## src/rtl/pe_ctx_sequencer.sv

```systemverilog
// Per-PE context sequencer: loads 64-bit context words over a valid/ready port
// and replays them onto the register-file control fields for N passes.
module pe_ctx_sequencer #(
  parameter int CTX_DEPTH = 16,
  parameter int CTX_AW    = 4
) (
  input  logic        CLK,
  input  logic        RST,
  input  logic        cfg_valid,
  output logic        cfg_ready,
  input  logic [63:0] cfg_data,
  input  logic        cfg_last,
  input  logic        start,
  input  logic [15:0] iter_count,
  input  logic        stall,
  output logic        busy,
  output logic        done,
  output logic [8:0]  control_in,
  output logic [8:0]  control_out,
  output logic [5:0]  control_put_in,
  output logic [5:0]  control_put_out,
  output logic [5:0]  control_reg_1,
  output logic [5:0]  control_reg_2,
  output logic [5:0]  control_send,
  output logic [3:0]  control_pe2fu_1,
  output logic [3:0]  control_pe2fu_2,
  output logic        write_back,
  output logic        ld,
  output logic        ld_write
);

  typedef enum logic [1:0] {IDLE, RUN, DONE} state_t;

  // NOP keeps the register file in load mode with every write enable low
  localparam logic [58:0] NOP_WORD = 59'(1) << 57;

  state_t            state, state_nx;
  logic [58:0]       ctx [CTX_DEPTH];
  logic [CTX_AW-1:0] wptr, pc;
  logic [CTX_AW:0]   len;
  logic [15:0]       iters;
  logic              loaded;
  logic [58:0]       word_q, word_nx;
  logic              busy_q, done_q;
  logic              accept, last_word, start_ok, pc_last;
  logic              unused_hi;

  assign unused_hi = ^cfg_data[63:59];

  assign cfg_ready = (state == IDLE);
  assign accept    = cfg_valid && cfg_ready;
  assign last_word = cfg_last || (wptr == CTX_AW'(CTX_DEPTH - 1));
  // a config accept in the same cycle takes precedence over start
  assign start_ok  = start && loaded && (iter_count != '0) && !accept;
  assign pc_last   = ({1'b0, pc} == (len - 1'b1));

  always_comb begin
    state_nx = state;
    word_nx  = NOP_WORD;
    case (state)
      IDLE: if (start_ok) state_nx = RUN;
      RUN: begin
        if (!stall) begin
          word_nx = ctx[pc];
          if (pc_last && (iters == 16'd1)) state_nx = DONE;
        end
      end
      DONE:    state_nx = IDLE;
      default: state_nx = IDLE;
    endcase
  end

  always_ff @(posedge CLK) begin
    if (accept) ctx[wptr] <= cfg_data[58:0];
  end

  always_ff @(posedge CLK or posedge RST) begin
    if (RST) begin
      state  <= IDLE;
      wptr   <= '0;
      pc     <= '0;
      len    <= '0;
      iters  <= '0;
      loaded <= 1'b0;
      word_q <= NOP_WORD;
      busy_q <= 1'b0;
      done_q <= 1'b0;
    end else begin
      state  <= state_nx;
      word_q <= word_nx;
      busy_q <= (state != IDLE);
      done_q <= (state == DONE);
      if (accept) begin
        if (last_word) begin
          len    <= {1'b0, wptr} + 1'b1;
          wptr   <= '0;
          loaded <= 1'b1;
        end else begin
          wptr   <= wptr + 1'b1;
          loaded <= 1'b0;
        end
      end
      if ((state == IDLE) && start_ok) begin
        pc    <= '0;
        iters <= iter_count;
      end else if ((state == RUN) && !stall) begin
        if (pc_last) begin
          pc    <= '0;
          iters <= iters - 1'b1;
        end else begin
          pc <= pc + 1'b1;
        end
      end
    end
  end

  assign busy            = busy_q;
  assign done            = done_q;
  assign control_in      = word_q[8:0];
  assign control_out     = word_q[17:9];
  assign control_put_in  = word_q[23:18];
  assign control_put_out = word_q[29:24];
  assign control_reg_1   = word_q[35:30];
  assign control_reg_2   = word_q[41:36];
  assign control_send    = word_q[47:42];
  assign control_pe2fu_1 = word_q[51:48];
  assign control_pe2fu_2 = word_q[55:52];
  assign write_back      = word_q[56];
  assign ld              = word_q[57];
  assign ld_write        = word_q[58];

endmodule
```

## config.mk

```make
export PLATFORM = sky130hd
export DESIGN_NAME = pe_ctx_sequencer
export DESIGN_NICKNAME = d
export VERILOG_FILES = /design/src/rtl/pe_ctx_sequencer.sv
export SDC_FILE = /design/constraint.sdc
export NUM_CORES = 1
export LEC_CHECK = 0
export CAP_MARGIN = 5
export CORE_MARGIN = 5
export CORE_UTILIZATION = 62
export CTS_CLUSTER_SIZE = 20
export DETAILED_ROUTE_END_ITERATION = 7
export HOLD_SLACK_MARGIN = 0.05
export PLACE_DENSITY = 0.9
export SLEW_MARGIN = 20
export SYNTH_ARGS = -nofsm -noshare
export SYNTH_HDL_FRONTEND = slang
export SYNTH_SLANG_ARGS = --single-unit
export TNS_END_PERCENT = 20
```

## constraint.sdc

```tcl
create_clock -name CLK -period 9.1 [get_ports CLK]
set_input_delay 1.82 -clock CLK [delete_from_list [all_inputs] [get_ports CLK]]
set_output_delay 1.82 -clock CLK [all_outputs]
set_load 0.01 [all_outputs]
```

==> flow_summary.json, run 1 <==
{
  "status": "completed",
  "fp.dieW_um": 262,
  "drtAntennaViolNets": 0,
  "synth.area.top_cells": "edfxtp_1, mux4_2, dfrtp_1, and2_1, buf_6",
  "die-height_um": 262,
  "slew-limit-headroom_pct": 22.8,
  "synth.distinct_cells": 53,
  "port_buffers": 142,
  "finalSetupViolCount": 0,
  "rsz0062_at_grt": "false",
  "cts_tree": "built",
  "via_count": 19941,
  "cts_hold_buffers": 0,
  "vias_per_cell": 7.08,
  "synthTopCellsByCount": "edfxtp_1, mux4_2, dfrtp_1",
  "cts_sinks": 1037,
  "first_iter_violations": 3268,
  "synth_top_family_by_area": "multiplexers",
  "antenna_found_initial": 17,
  "track_usage_pct": 29.5,
  "synth_area_sq_mm": 0.0394,
  "dpl_worst_slack_ps": 3890,
  "synth.most_common_cell": "edfxtp_1",
  "critPathLaunchType": "primary input",
  "dieArea_sq_mm": 0.0688,
  "coreArea_sq_mm": 0.0631,
  "cap_violations": 0,
  "skew_ps": 25.4,
  "synth-seq-cells": 1037,
  "grt_max_degree": 106,
  "yosys_warnings": 0,
  "synth_mux_area_share_pct": 17.0,
  "synthAdderAreaFrac_pct": 0.254,
  "drc_errors": 0,
  "drive_above_1_share_pct": 26.2,
  "synth_top_area_share_pct": 71.9,
  "final.min_clock_period_ps": 4610,
  "vdd_drop_max_v": 0.000198,
  "cts_max_path_buffers": 3,
  "synth_edf_count": 944,
  "setup_slack_ps": 4490,
  "synth_fp_nets": 1769,
  "num_io_pins": 148,
  "clk_latency_ps": 680,
  "critPathKind": "in2reg",
  "wl_per_cell_um": 38.1,
  "hp-class": "reg2reg",
  "tightest_slew_ps": 1160,
  "first_pass_iters": 7,
  "avgSynthCellArea_sq_um": 23.5,
  "final_nets": 1966,
  "htree_levels": 3,
  "overflow": 0,
  "dp.final_hpwl_um": 49200,
  "n_fill_cell": 3313,
  "row_count": 92,
  "post-route-period-util_pct": 50.7,
  "clock-root-buffer": "clkbuf_16",
  "fin_util_pct": 71.8,
  "start_util_pct": 62.5,
  "synth_compound_area_share_pct": 0.898,
  "yosysTopAreaCell": "edfxtp_1",
  "critPathRequiredTime_ps": 9390,
  "setup.worst_path.end_class": "flop",
  "ys_seq_area_share_pct": 77.8,
  "cts.clk_slew.worst_paths_ps": 60,
  "postCtsSetupBuffers": 0,
  "grt_pass1_vias": 20440,
  "numCtsBuffers": 99,
  "finalHoldViolations": 0,
  "worst_ep_arrival_time_ps": 4900,
  "async_reset_ff_share_pct": 8.97,
  "synth-simple-area-share_pct": 2.39,
  "gp_congestion": 0.803,
  "crit_fanout": 39,
  "synth_cells": 1675,
  "area_growth_pct": 14.8,
  "synth-xor-area-share_pct": 0.330,
  "leakagePower_uw": 0.0145,
  "setup_tns_ps": 0,
  "fmax_mhz": 217,
  "power.density_cell_area_mw_per_mm2": 262,
  "grt_pass1_wl_um": 147000,
  "slew_viol_final": 0,
  "wl_um": 107000,
  "synthFlopType": "edfxtp_1",
  "cts_resized": 0
}
==> cells by family after synthesis <==
kind of cell,Yosys count
AO/OA/AOI/OAI,49
buffers and inverters,94
adder cells (fa/ha/maj),8
AND/OR/NAND/NOR,173
XOR/XNOR,14
flip-flops,1037
multiplexers,300
==> stage by stage <==
stage / std cells / cell area [sq um] / total power, uW / hold slack [ps]
final: 2815 / 45300 / 11800 / 522
after global routing: 2811 / 45300 / 12200 / 532
after CTS: 2801 / 45200 / 11800 / 523
after detailed placement: 2614 / 41800 / 7520 / 507
after global placement: 2614 / 41800 / 7420 / 495
after floorplan: 1675 / 39400 / 6830 / 450
==> worst max-delay path, cell delays in order <==
cell	delay, ps
clkdlybuf4s50_1	520
and2_1	350
nand2_1	410
nor2_4	930
buf_4	830
==> cell type report <==
class                      instances  area [sq um]  area share (%)
antenna                           11          27.5          0.0608
clock buffer                     135          2750            6.08
clock inverter                    52           598            1.32
inverter                          13          51.3           0.113
multi-input combinational        544          8340            18.4
sequential                      1037         30700            67.8
tap                              846          1060            2.34
timing repair buffer             177          1760            3.89
==> flip-flops by register name (all words and copies together) (netlist names) <==
signal  count
word_q     59
wptr        4
len         5
ctx       944
pc          4
state       2
busy        1
loaded      1
iters      16
done        1
==> worst paths after layout <==
kind                            depth (start not counted)                    to  slack [ps]                 start
worst min register to register                          1        done$_DFF_PP0_         520  state[0]$_DFFE_PP0P_
max in group asynchronous                               3     pc[1]$_DFFE_PP0P_        6140                   RST
worst min-delay path                                    1        done$_DFF_PP0_         520  state[0]$_DFFE_PP0P_
min in group asynchronous                               2  word_q[26]$_DFF_PP0_        1600                   RST
worst max-delay path                                    5  ctx[7][48]$_DFFE_PP_        4490             cfg_valid
worst max register to register                          5  word_q[14]$_DFF_PP0_        4830     pc[0]$_DFFE_PP0P_
==> cell usage in the layout (no fill, tap or decap), types with 17 or more instances in the layout <==
cell and n:
and2_1 60, buf_4 30, clkbuf_1 23, clkbuf_16 100, clkdlybuf4s50_1 142, clkinv_2 17, dfrtp_1 88, edfxtp_1 944
mux4_2 295, nand2_1 26, nor2_1 19
==> report_power, final <==
part           switching, uW  internal (uW)  total, uW
combinational            950           1090       2040
sequential               197           5310       5500
clock                   1870           2430       4300
total                   3020           8820      11800
==> routing by layer <==
layer	wire [um]	GRT usage (%)
met1	35400	38.9
met2	54900	48.5
met3	12400	7.63
met4	4440	11.6
met5	80	0
(Power assumes the default switching activity.)
==> inputs of run 2 (changes only) <==
CORE_UTILIZATION = 60   (was 62)
PLACE_DENSITY = 0.88   (was 0.9)
clock period = 4.3 ns   (was 9.1 ns; I/O delays follow)
==> flow_summary.json, run 2 (synthesis gave the netlist of run 1 again) <==
{
  "status": "completed",
  "fmax_mhz": 332,
  "crit_family": "flip-flops",
  "crit_fanout": 108,
  "num_io_pins": 148,
  "fin_util_pct": 69.3,
  "first_pass_iters": 5,
  "die-height_um": 266,
  "tightest_slew_ps": 936,
  "numCtsBuffers": 97,
  "dp.final_hpwl_um": 47300,
  "cts_tree": "built",
  "grt_pass1_vias": 20808,
  "regMostFlops": "ctx",
  "coreArea_sq_mm": 0.0655,
  "dieArea_sq_mm": 0.0710,
  "cp_slowest_cell": "dfrtp_4",
  "crit_top_cell": "mux4_2",
  "final_nets": 1974,
  "power.density_cell_area_mw_per_mm2": 544,
  "vdd_drop_max_v": 0.000365,
  "hp-class": "reg2reg",
  "overflow": 0,
  "area_growth_pct": 15.1,
  "cts_max_path_buffers": 3,
  "slew-limit-headroom_pct": 37.6,
  "skew_ps": 25.9,
  "wl_per_cell_um": 35.6,
  "start_util_pct": 60.2,
  "place_inst": 2645,
  "max_stage_delay_ps": 980,
  "clk_latency_ps": 660,
  "worst-path-buf-inv": 1,
  "worst_ep_arrival_time_ps": 3510,
  "final_common_cell": "edfxtp_1",
  "finalHoldViolations": 0,
  "htree_levels": 3,
  "path_cells": "buf_12, mux4_2, mux4_2, and2_1",
  "clock-root-buffer": "clkbuf_16",
  "final_cell_mix": "edfxtp_1, mux4_2, clkdlybuf4s50_1",
  "dpl_worst_slack_ps": 1050,
  "reg_top3": "ctx: 944 flops, word_q: 59 flops, iters: 16 flops",
  "gp_congestion": 0.829,
  "antenna_found_initial": 7,
  "largest_reg_flops": 944,
  "postCtsSetupBuffers": 0,
  "finalSetupViolCount": 0,
  "drtAntennaViolNets": 0,
  "post-route-period-util_pct": 70.1,
  "leakagePower_uw": 0.0145,
  "track_usage_pct": 28.8,
  "wl_um": 101000,
  "port_buffers": 142,
  "cts_sinks": 1037,
  "post_layout_nonfiller_instances": 2838,
  "cts_resized": 0,
  "drive_above_1_share_pct": 26.3,
  "via_count": 19714,
  "first_iter_violations": 3199,
  "rsz0062_at_grt": "false",
  "grt_pass1_wl_um": 147000,
  "critPathLaunchType": "flop",
  "final.min_clock_period_ps": 3010,
  "cap_violations": 0,
  "fp.dieW_um": 266,
  "grt_max_degree": 109,
  "cts_hold_buffers": 0,
  "row_count": 94,
  "setup_slack_ps": 1290,
  "critPathKind": "reg2reg",
  "slew_viol_final": 0,
  "setup.worst_path.end_class": "flop",
  "critPathRequiredTime_ps": 4800,
  "cts.clk_slew.worst_paths_ps": 60,
  "vias_per_cell": 6.95,
  "drc_errors": 0
}
-- run 2: cell types whose count changed in the layout (fill, tap and decap cells not counted), sizes merged --
| cell | change |
|---|---|
| bufinv | -1 |
| clkinvlp | +1 |
| inv | -1 |
| diode | -2 |
| buf | +10 |
| clkbuf | -2 |
-- run 2: path summary, 6_finish.rpt --
check	start	endpoint	slack [ps]	cells past startpoint
min reg2reg	loaded$_DFFE_PP0P_	loaded$_DFFE_PP0P_	550	1
min	loaded$_DFFE_PP0P_	loaded$_DFFE_PP0P_	550	1
max	pc[2]$_DFFE_PP0P_	word_q[1]$_DFF_PP0_	1290	4
min in group asynchronous	RST	word_q[0]$_DFF_PP0_	660	2
max in group asynchronous	RST	word_q[19]$_DFF_PP0_	2800	3
max reg2reg	pc[2]$_DFFE_PP0P_	word_q[1]$_DFF_PP0_	1290	4
-- run 2: metal layers --
layer / global-route usage [%] / vias up / routed length, um
met5: 0 / - / 13
met4: 9.18 / 2 / 3000
met3: 6.30 / 214 / 11100
met2: 47.4 / 1619 / 51300
met1: 39.5 / 10402 / 35500
li1: - / 7477 / -
-- run 2: per-stage QoR --
step / setup TNS [ps] / instance area, sq um / total power [uW] / hold WS (ps)
finish: 0 / 45400 / 24700 / 548
global route: 0 / 45400 / 25500 / 567
CTS: 0 / 45400 / 24800 / 531
detailed placement: 0 / 42100 / 15900 / 517
global placement: 0 / 42100 / 15800 / 510
floorplan: -192000 / 39400 / 14500 / 450
-- run 2: power breakdown --
group	total (uW)	switching (uW)	internal (uW)
combinational	4320	2000	2320
sequential	11600	332	11200
clock	8820	3860	4960
-- run 2: final cells by class --
type / count / area, sq um
timing repair buffer: 187 / 1960
antenna: 9 / 22.5
tap: 864 / 1080
multi-input combinational: 544 / 8360
inverter: 13 / 51.3
fill: 3443 / 20100
clock buffer: 133 / 2690
clock inverter: 51 / 532
sequential: 1037 / 30700
==> edit: new RTL, settings of run 2 <==
Change the parameter `CTX_DEPTH` from 16 to 8.
--- a/src/rtl/pe_ctx_sequencer.sv
+++ b/src/rtl/pe_ctx_sequencer.sv
@@ -1,7 +1,7 @@
 // Per-PE context sequencer: loads 64-bit context words over a valid/ready port
 // and replays them onto the register-file control fields for N passes.
 module pe_ctx_sequencer #(
-  parameter int CTX_DEPTH = 16,
+  parameter int CTX_DEPTH = 8,
   parameter int CTX_AW    = 4
 ) (
   input  logic        CLK,
Formal check against the unedited RTL: no difference found for any inputs over 4 cycles, from zero or initial values and one cycle with RST high; that may be too few to reach the edited logic, so the function may still have changed.
==> edit against run 2 <==
Non-clock buffer count down 21; sequential cell count down 472; worst setup slack better by 0.044 ns; routed wire length down 56%; global-route usage down 5.5 points; synthesized area down 46%; cell area down 45%; critical path depth up 1; final cell count down 40%; utilization up 2.0 points; power down 48%; maximum frequency up 1.5%; largest cell class unchanged.
==> edit: results (changes against run 2) <==
Worst vdd ir -> 0.380 mV (+4.1%)
Antenna violations before repair -> 6 (-1)
Fillers -> 1,981 (-42%)
Largest net degree at the start of global routing -> 123 (+13%)
Worst-margin pin slew -> 1.05 ns (+0.118 ns)
Syn nets -> 1,120 (-37%)
FF-to-FF path depth -> 5 (+1)
Total track usage -> 23.3% (-5.5 points)
Share of cells above drive strength 1 -> 19.8% (-6.6 points)
Crit path max-delay cell type -> buf_4
Synth top area cells -> edfxtp_1, mux4_2, dfrtp_1
Yosys warnings -> 0 (unchanged)
Top FF cell, synth -> edfxtp_1
CP top delay family -> buffers and inverters
Synth top cells by count -> edfxtp_1, mux4_2, dfrtp_1
Initial DRC Count -> 1,085 (-66%)
Crit Path Max Fanout -> 60 (-44%)
Required @ worst endpoint -> 4.71 ns (-0.09 ns)
CTS Buf Count -> 53 (-45%)
Crit-path max cell delay -> 0.80 ns (-0.18 ns)
Worst R2R Setup Slack -> 1.33 ns (+0.04 ns)
CTS H-tree depth -> 2 (-1)
Reg2reg end -> word_q[4]$_DFF_PP0_
CTS resizes -> 0 (unchanged)
Sum of routed wire length over all layers -> 44.3 mm (-56%)
Port Buf Inserts -> 142 (unchanged)
Clock skew -> 0.00973 ns (-0.0161 ns)
Netlist cell types -> 53 (unchanged)
Sequential area share after synthesis -> 77.5% (-0.29 points)
P_leak -> 8.47 nW (-42%)
Vias in the first global route -> 11.2k (-46%)
RR Startpoint -> pc[1]$_DFFE_PP0P_
Post-layout nets -> 1,291 (-35%)
Top Registers -> ctx: 472 flops, word_q: 59 flops, iters: 16 flops
Post-CTS Setup Inserts -> 0 (unchanged)
Post-synthesis async set-or-reset flop share -> 16.5% (+7.5 points)
Hold WC Path Type -> reg -> reg
Drt via density -> 6.13 (-12%)
Worst Setup Path Type -> reg -> reg
Clk slew on worst S/H paths -> 0.06 ns (about the same)
DR pass1 iterations -> 7 (+2)
Gp weighted congestion -> 0.805 (-2.8%)
DP HPWL -> 23.4 mm (-51%)
Clock Latency Late Sink -> 0.57 ns (-0.09 ns)
Clk buf depth -> 3 (unchanged)
EDFF count, synth -> 472 (-50%)
CTS root buf -> clkbuf_16
First-pass GRT wire length -> 68.1 mm (-54%)
Status -> finished, final reports clean
==> edit: cell count changes after synthesis, sizes merged, moves of 5 or more <==
| cell | run 2 | this run |
|---|---|---|
| and2 | 61 | 2 |
| buf | 47 | 14 |
| edfxtp | 944 | 472 |
| mux2i | 4 | 59 |
| mux4 | 295 | 118 |
| nand4 | 6 | 1 |
| nor2 | 31 | 76 |
| o311ai | 0 | 10 |
| or4 | 1 | 8 |
==> edit: final cells by class <==
type                            count  share of cell area (%)
Inverter                            9                   0.144
Sequential cell                   565                    65.6
Clock inverter                     19                   0.805
Tap cell                          461                    2.29
Timing Repair Buffer              166                    6.64
Clock buffer                       81                    6.25
Antenna cell                        6                  0.0596
Multi-Input combinational cell    405                    18.2
==> edit: routing by layer <==
metal	GRT usage, %	wire length (um)	vias to the layer above	share of wire [%]
met2	38.8	22700	401	51
met4	7.04	1160	2	2.6
met3	4.74	3190	77	7.2
li1	-	-	4528	-
met1	31.8	17200	5488	39
met5	0	20	-	0.045
==> edit: worst reg2reg max path, stage by stage (launching register included) <==
cell and delay (ns):
dfrtp_4 0.66, buf_4 0.56, buf_4 0.83, mux4_2 0.44, mux2i_1 0.24, nor2_1 0.07
==> edit: through the flow <==
stage          std cells  util, %  area [sq um]  TNS, ns  setup slack, ns
6_report            1712     71.3         25200        0             1.33
5_1_grt             1709     71.3         25200        0             1.18
4_1_cts             1705     71.2         25100        0             1.31
3_5_place_dp        1605     66.1         23400        0             1.22
3_3_place_gp        1605     66.1         23400        0             1.26
2_1_floorplan       1029        -         21300  -623.16            -1.90
==> edit: report_power, final <==
part | internal, mW | switching (mW) | leakage (nW) | total, mW
clock network | 2.76 | 1.92 | 0.868 | 4.68
logic | 1.05 | 0.924 | 2.16 | 1.97
registers | 6.11 | 0.162 | 5.44 | 6.27
total | 9.92 | 3.00 | 8.47 | 12.9
==> edit: kinds of logic after synthesis <==
family | share of synthesized area, %
flops | 77.5
simple gates | 3.69
xor+xnor | 0.329
buf+inv | 1.20
mux | 15.3
compound gates | 1.69
fa+ha+maj | 0.294
==> edit: how the worst min path moves through the flow <==
stage / endpoint / start / slack, ns / cells after the start
global placement: done$_DFF_PP0_ / state[0]$_DFFE_PP0P_ / 0.49 / 1
finish: done$_DFF_PP0_ / state[0]$_DFFE_PP0P_ / 0.51 / 1
CTS: done$_DFF_PP0_ / state[0]$_DFFE_PP0P_ / 0.50 / 1
detailed placement: done$_DFF_PP0_ / state[0]$_DFFE_PP0P_ / 0.49 / 1
floorplan: loaded$_DFFE_PP0P_ / loaded$_DFFE_PP0P_ / 0.46 / 1
global route: done$_DFF_PP0_ / state[0]$_DFFE_PP0P_ / 0.51 / 1
